--- config.mk ---
export PLATFORM = sky130hd
export DESIGN_NAME = cnt_down_timer
export DESIGN_NICKNAME = d
export VERILOG_FILES = /design/src/rtl/cnt_down_timer.sv
export SDC_FILE = /design/constraint.sdc
export NUM_CORES = 1
export LEC_CHECK = 0
export ABC_AREA = 0
export ABC_CLOCK_PERIOD_IN_PS = 5200
export BUFFER_PORTS_ARGS = -buffer_cell sky130_fd_sc_hd__buf_4
export CORE_AREA = 5 5 64 66
export CTS_BUF_LIST = sky130_fd_sc_hd__clkbuf_2 sky130_fd_sc_hd__clkbuf_4 sky130_fd_sc_hd__clkbuf_8
export CTS_CLUSTER_DIAMETER = 200
export DETAILED_ROUTE_END_ITERATION = 8
export DIE_AREA = 0 0 69 71
export PLACE_DENSITY = 0.78
export SYNTH_ARGS = -nofsm -noshare
export SYNTH_HDL_FRONTEND = slang
export SYNTH_SLANG_ARGS = --single-unit
--- constraint.sdc ---
create_clock -name clk -period 5.2 [get_ports clk]
set_input_delay 0.52 -clock clk [delete_from_list [all_inputs] [get_ports clk]]
set_output_delay 0.52 -clock clk [all_outputs]
set_load 0.05 [all_outputs]
--- src/rtl/cnt_down_timer.sv ---
// Programmable countdown timer: loads a clamped value, decrements once per
// prescaled tick, and flags expiry with a one-cycle done pulse and a level.
module cnt_down_timer #(
  parameter int TICK_DIV = 100,
  parameter int MAX_VAL  = 59
) (
  input  logic       clk,
  input  logic       rst,
  input  logic       load,
  input  logic [6:0] load_val,
  input  logic       start,
  input  logic       pause,
  output logic [6:0] out,
  output logic       busy,
  output logic       done,
  output logic       expired
);

  typedef enum logic [1:0] {
    S_IDLE,
    S_RUN,
    S_PAUSE,
    S_DONE
  } state_t;

  localparam logic [15:0] TICK_LAST = 16'(TICK_DIV - 1);
  localparam logic [6:0]  MAX_LAST  = 7'(MAX_VAL);

  function automatic logic [6:0] clamp_load(input logic [6:0] v);
    return (v > MAX_LAST) ? MAX_LAST : v;
  endfunction

  function automatic logic [6:0] sat_dec(input logic [6:0] v);
    return (v > 7'd1) ? (v - 7'd1) : 7'd0;
  endfunction

  state_t      state_q, state_d;
  logic [15:0] presc_q, presc_d;
  logic [6:0]  out_q, out_d;
  logic        done_q, done_d;
  logic        busy_q, expired_q;
  logic        tick;

  assign tick = (state_q == S_RUN) && (presc_q == TICK_LAST);

  always_comb begin
    state_d = state_q;
    presc_d = presc_q;
    out_d   = out_q;
    done_d  = 1'b0;
    if (load) begin
      out_d   = clamp_load(load_val);
      state_d = S_IDLE;
      presc_d = 16'd0;
    end else begin
      unique case (state_q)
        S_IDLE: begin
          presc_d = 16'd0;
          if (!pause && start && (out_q != 7'd0)) state_d = S_RUN;
        end
        S_RUN: begin
          // pause beats a coincident tick, so the prescaler holds at its last value
          if (pause) begin
            state_d = S_PAUSE;
          end else if (tick) begin
            presc_d = 16'd0;
            out_d   = sat_dec(out_q);
            if (out_q <= 7'd1) begin
              state_d = S_DONE;
              done_d  = 1'b1;
            end
          end else begin
            presc_d = presc_q + 16'd1;
          end
        end
        S_PAUSE: begin
          if (!pause && start) state_d = S_RUN;
        end
        S_DONE: begin
          out_d   = 7'd0;
          presc_d = 16'd0;
        end
        default: begin
          state_d = S_IDLE;
          presc_d = 16'd0;
        end
      endcase
    end
  end

  always_ff @(posedge clk) begin
    if (rst) begin
      state_q   <= S_IDLE;
      presc_q   <= 16'd0;
      out_q     <= 7'd0;
      done_q    <= 1'b0;
      busy_q    <= 1'b0;
      expired_q <= 1'b0;
    end else begin
      state_q   <= state_d;
      presc_q   <= presc_d;
      out_q     <= out_d;
      done_q    <= done_d;
      busy_q    <= (state_d == S_RUN);
      expired_q <= (state_d == S_DONE);
    end
  end

  assign out     = out_q;
  assign busy    = busy_q;
  assign done    = done_q;
  assign expired = expired_q;

endmodule
==> results_dict.tcl, run 1 <==
set metrics [dict create \
    drt_iter0_drc 138 \
    grt-ovfl-total 0 \
    dieArea_mm2 0.00490 \
    die_h_um 71 \
    async_flop_share 0 \
    placedCellCount 271 \
    clock_sinks 28 \
    diodes 0 \
    yosys_register_bits 28 \
    io_pins 22 \
    leakage_nw 0.702 \
    synth_commonest_cells "28 x dfxtp_1, 25 x nor2_1, 15 x a21oi_1" \
    hold_start "pause" \
    min_to "done$_SDFF_PP0_" \
    max-slew-margin-rel 0.556 \
    cts_tree "done" \
    vias 1605 \
    tightest_slew_ns 0.662 \
    cts_resized 0 \
    cts_inserted_buffers 3 \
    required_ns 5.46 \
    critPathKind "flop to flop" \
    total_power_uw 399 \
    final.period_utilization 0.435 \
    crit_path_end_kind "flop" \
    antenna_found_initial 0 \
    period_needed_ns 2.26 \
    first_pass_iters 4 \
    yosysMostFrequentCell "dfxtp_1" \
    synth.net_count 227 \
    design_area_mm2 0.00190 \
    portBuffers 21 \
    holdBufCountCts 0 \
    htree_levels 1 \
    power_density_mw_per_mm2 210 \
    wl_per_cell_um 14.1 \
    ys_warn_count 0 \
    rows 22 \
    synth_area_mm2 0.00168 \
    synth_ff_type "dfxtp_1" \
    final_nets 249 \
    clkPwrFrac 0.234 \
    status "finished clean" \
    drc 0 \
    fin_hold_ws_ns 0.388 \
    initial_core_util 0.476 \
    grt_pass1_vias 1545 \
    fin_util 0.540 \
    dpl_cell_area_mm2 0.00188 \
    r2r-start "out[2]$_SDFFE_PP0P_" \
    ir_drop_v 0.000149 \
    min_path_type "primary input to flop" \
    preCtsSetupSlack_ns 3.05 \
    finalSetupViolCount 0 \
    synth.avg_cell_area_um2 8.14 \
    critPathLaunchType "flop" \
    hold_viol 0 \
    clock-skew-final_ns 0.0152 \
    place_congestion 0.906 \
    cts.clk_slew.worst_paths_ns 0.15 \
    vias_per_cell 5.86 \
    drv_slew 0 \
    ant_nets 0 \
    p_int_uw 277 \
    fmax_mhz 442 \
    drive_gt1_frac 0.146 \
    worstHoldPathCells 2 \
    synthesis.instances 206 \
    synth_top_area_share 0.334 \
    switchingPower_uw 123 \
    cp.arrival_ns 2.52 \
    crit_fanout 8 \
    synth.distinct_cells 45 \
    wl_um 3880 \
    cts_buffer_depth 2 \
    r2r_slack_ns 2.94 \
    hpwl_um 2880 \
    cts_setup_buffers 0 \
    finalNonFillerCells 274 \
    track_usage 0.167 \
    clk_latency_ns 0.35 \
    max_cap_violations 0 \
    combinationalPowerShare 0.198 \
    worstReg2RegEnd "out[2]$_SDFFE_PP0P_" \
    rsz0062_at_grt "no" \
    swShare 0.307 \
    reg2reg_depth 5 \
    tns_ns 0 \
    synth_area_leader_cell "dfxtp_1" \
    root_buffer "clkbuf_4" \
    worst_slack_ns 2.94 \
    synth_edf_count 0 \
    syn_to_final_growth_pct 13.5 \
    synth_area_leaders "dfxtp_1 33%, ha_1 6.7%, nor2_1 5.6%" \
    grt_max_degree 15 \
    die_w_um 69 \
    fp.coreArea_mm2 0.00352 \
    grt_first_pass_wirelength_um 6910 \
    yosysSeqAreaShare 0.334 \
    pwr-share-seq 0.568 \
]
## worst max-delay path by stage
| stage | endpoint | cells after the start | startpoint |
|---|---|---|---|
| finish | out[2]$_SDFFE_PP0P_ | 5 | out[2]$_SDFFE_PP0P_ |
| global route | presc_q[12]$_SDFFE_PP0P_ | 6 | state_q[0]$_SDFF_PP0_ |
| CTS | out[2]$_SDFFE_PP0P_ | 5 | out[2]$_SDFFE_PP0P_ |
| detailed placement | out[2]$_SDFFE_PP0P_ | 5 | out[2]$_SDFFE_PP0P_ |
| global placement | presc_q[9]$_SDFFE_PP0P_ | 7 | state_q[1]$_SDFF_PP0_ |
| floorplan | out[2]$_SDFFE_PP0P_ | 7 | out[1]$_SDFFE_PP0P_ |
## power groups by stage
stage               combinational, mW  sequential [mW]  clock (mW)
floorplan                      0.0392            0.244           0
global placement               0.0768            0.231           0
detailed placement             0.0779            0.231           0
CTS                            0.0782            0.227      0.0982
global route                   0.0851            0.228       0.108
finish                         0.0791            0.227      0.0936
## registers in the layout, summed over array words and instances (netlist names)
name,cells
presc_q,16
done,1
state_q,2
expired,1
out,7
busy,1
## layout by cell type (no fill, tap or decap), types with 7 or more instances in the layout
cell | Yosys | routed
a21oi_1 | 15 | 15
buf_4 | 0 | 22
dfxtp_1 | 28 | 28
ha_1 | 9 | 9
inv_1 | 10 | 10
nand2_1 | 14 | 14
nand3_1 | 8 | 8
nand4_1 | 7 | 7
nor2_1 | 25 | 25
nor3_1 | 7 | 7
o21ai_0 | 11 | 11
xor2_1 | 8 | 8
## cells by family after synthesis
logic type / Yosys count / share of synthesized area
AO/OA/AOI/OAI: 47 / 0.190
AND/OR/NAND/NOR: 94 / 0.304
XOR/XNOR: 12 / 0.0627
buffers and inverters: 15 / 0.0351
multiplexers: 1 / 0.00672
flip-flops: 28 / 0.334
adder cells (fa/ha/maj): 9 / 0.0672
## area by class of cell
type                            count  area, um2
Clock buffer                        3       22.5
Fill cell                         352       1620
Inverter                           10       37.5
Multi-Input combinational cell    163       1060
Sequential cell                    28        561
Tap cell                           48       60.1
Timing Repair Buffer               22        165
## critical path: stages, from the launching register on
cell and delay (ns):
dfxtp_1 0.41, or4_1 0.63, o31ai_1 0.60, a211oi_1 0.24
a21oi_1 0.22, o31ai_1 0.08
## metal layers
metal / vias up / track usage / share of wire
li1: 795 / - / -
met4: 0 / 0.0586 / 0.019
met2: 42 / 0.276 / 0.48
met1: 759 / 0.207 / 0.46
met3: 9 / 0.0497 / 0.048
met5: - / 0 / 0
Note: power is estimated with default switching activity, not from simulation.
==> run 2: changes to the inputs <==
- ABC_CLOCK_PERIOD_IN_PS: 5200 -> 2200
- clock period: 5.2 -> 2.2 ns (I/O delays scaled with it)
==> run 2 against run 1 <==
Routed wire length is 1.0% higher; via count is 1.6% higher; count of clock-buffer cells in the layout stayed put; register-to-register slack worse by 2.8 ns; flip-flop and latch count stayed put; sequential power is 140% higher; utilization is 1.7 points higher; global-route usage is 0.31 points lower; final area is 3.2% higher; critical path depth stayed put; setup slack worse by 2.8 ns; critical endpoint is now expired$_SDFF_PP0_; largest power group unchanged.
==> results_dict.tcl, run 2 (synthesis gave the netlist of run 1 again) <==
set metrics [dict create \
    rsz0062_at_grt "no" \
    power_density_mw_per_mm2 481 \
    total_power_uw 944 \
    drv_slew 0 \
    fmax_mhz 488 \
    max_flop_register "presc_q" \
    grt_first_pass_wirelength_um 6810 \
    final_common_cell "buf_4" \
    initial_core_util 0.476 \
    clock-skew-final_ns 0.00619 \
    portBuffers 21 \
    wl_um 3910 \
    cts_tree "done" \
    vias_per_cell 5.78 \
    rows 22 \
    io_pins 22 \
    fin_hold_ws_ns 0.101 \
    layout_common_cells "30 x buf_4, 27 x dfxtp_1, 25 x nor2_1, 15 x a21oi_1, 14 x nand2_1" \
    tns_ns 0 \
    die_w_um 69 \
    p_int_uw 661 \
    critPathKind "flop to flop" \
    diodes 0 \
    clk_latency_ns 0.33 \
    syn_to_final_growth_pct 17.2 \
    crit_path_end_kind "flop" \
    crit_fanout 8 \
    status "finished clean" \
    vias 1630 \
    root_buffer "clkbuf_4" \
    critPathLaunchType "flop" \
    worstSetupPathDepth 5 \
    cp.arrival_ns 2.34 \
    cp_slowest_stage_delay_ns 0.63 \
    hold_viol 0 \
    largest_register_ffs 16 \
    tightest_slew_ns 0.455 \
    combinationalPowerShare 0.205 \
    track_usage 0.164 \
    crit_path_cell_trace "or4_1 > nor3_1 > nand4_1 > a311oi_1 > and2_1" \
    min_path_type "primary input to flop" \
    period_needed_ns 2.05 \
    design_area_mm2 0.00196 \
    worstReg2RegEnd "expired$_SDFF_PP0_" \
    fp.coreArea_mm2 0.00352 \
    pwr-share-seq 0.567 \
    final.period_utilization 0.932 \
    dieArea_mm2 0.00490 \
    wl_per_cell_um 13.9 \
    switchingPower_uw 283 \
    clock_sinks 28 \
    die_h_um 71 \
    clkPwrFrac 0.228 \
    cts_buffer_depth 2 \
    max_cap_violations 0 \
    grt-ovfl-total 0 \
    grt_pass1_vias 1576 \
    drc 0 \
    place_congestion 0.936 \
    cts_inserted_buffers 3 \
    finalSetupViolCount 0 \
    crit_path_start "out[2]$_SDFFE_PP0P_" \
    first_pass_iters 5 \
    crit_family "simple AND/OR/NAND/NOR gates" \
    drt_iter0_drc 162 \
    grt_max_degree 15 \
    r2r_slack_ns 0.15 \
    cp_num_buf_inv 0 \
    final_nets 257 \
    cts.clk_slew.worst_paths_ns 0.15 \
    crit_end "expired$_SDFF_PP0_" \
    ir_drop_v 0.000256 \
    dpl_cell_area_mm2 0.00194 \
    htree_levels 1 \
    drive_gt1_frac 0.179 \
    reg2reg_depth 5 \
    required_ns 2.49 \
    leakage_nw 0.742 \
    critical_path.slowest_cell "or4_1" \
    antenna_found_initial 0 \
    cts_setup_buffers 0 \
    max-slew-margin-rel 0.694 \
    r2r-start "out[2]$_SDFFE_PP0P_" \
    holdBufCountCts 0 \
    swShare 0.300 \
    hold_start "pause" \
    hpwl_um 2940 \
    ant_nets 0 \
]
-- run 2: cell count changes in the layout (fill, tap and decap cells not counted), sizes merged --
cell / delta
buf: +8
-- run 2: per-layer routing --
layer	part of all wire	vias to the layer above	global-route usage
li1	-	806	-
met1	0.43	764	0.195
met2	0.50	49	0.285
met3	0.046	11	0.0298
met4	0.025	0	0.0803
met5	0	-	0
-- run 2: metrics by stage --
stage          instances  setup WS [ns]  utilization
5_1_grt              282         0.0351        0.558
3_3_place_gp         279          0.139        0.551
6_report             282          0.150        0.558
3_5_place_dp         279          0.122        0.551
4_1_cts              282         0.0909        0.557
2_1_floorplan        206        0.00457            -
-- run 2: power by group through the flow --
stage	registers (mW)	logic, mW	clock network (mW)
2_1_floorplan	0.578	0.0927	0
3_3_place_gp	0.546	0.190	0
3_5_place_dp	0.546	0.192	0
4_1_cts	0.536	0.193	0.221
5_1_grt	0.539	0.210	0.247
6_report	0.536	0.193	0.215
-- run 2: cell type report --
class                      instances  area [um2]
tap                               48        60.1
fill                             345        1560
multi-input combinational        163        1060
sequential                        28         562
timing repair buffer              30         225
clock buffer                       3        22.5
inverter                          10        37.5
-- run 2: what timing repair did --
action / CTS / global route
gates resized for setup: 0 / 1
endpoints found under the hold margin: 0 / 0
endpoints found under the setup margin: 0 / 4
-- run 2: how the worst min path moves through the flow --
stage	end	cells after the start
floorplan	done$_SDFF_PP0_	1
global placement	done$_SDFF_PP0_	2
detailed placement	done$_SDFF_PP0_	2
CTS	done$_SDFF_PP0_	2
global route	done$_SDFF_PP0_	2
finish	done$_SDFF_PP0_	2
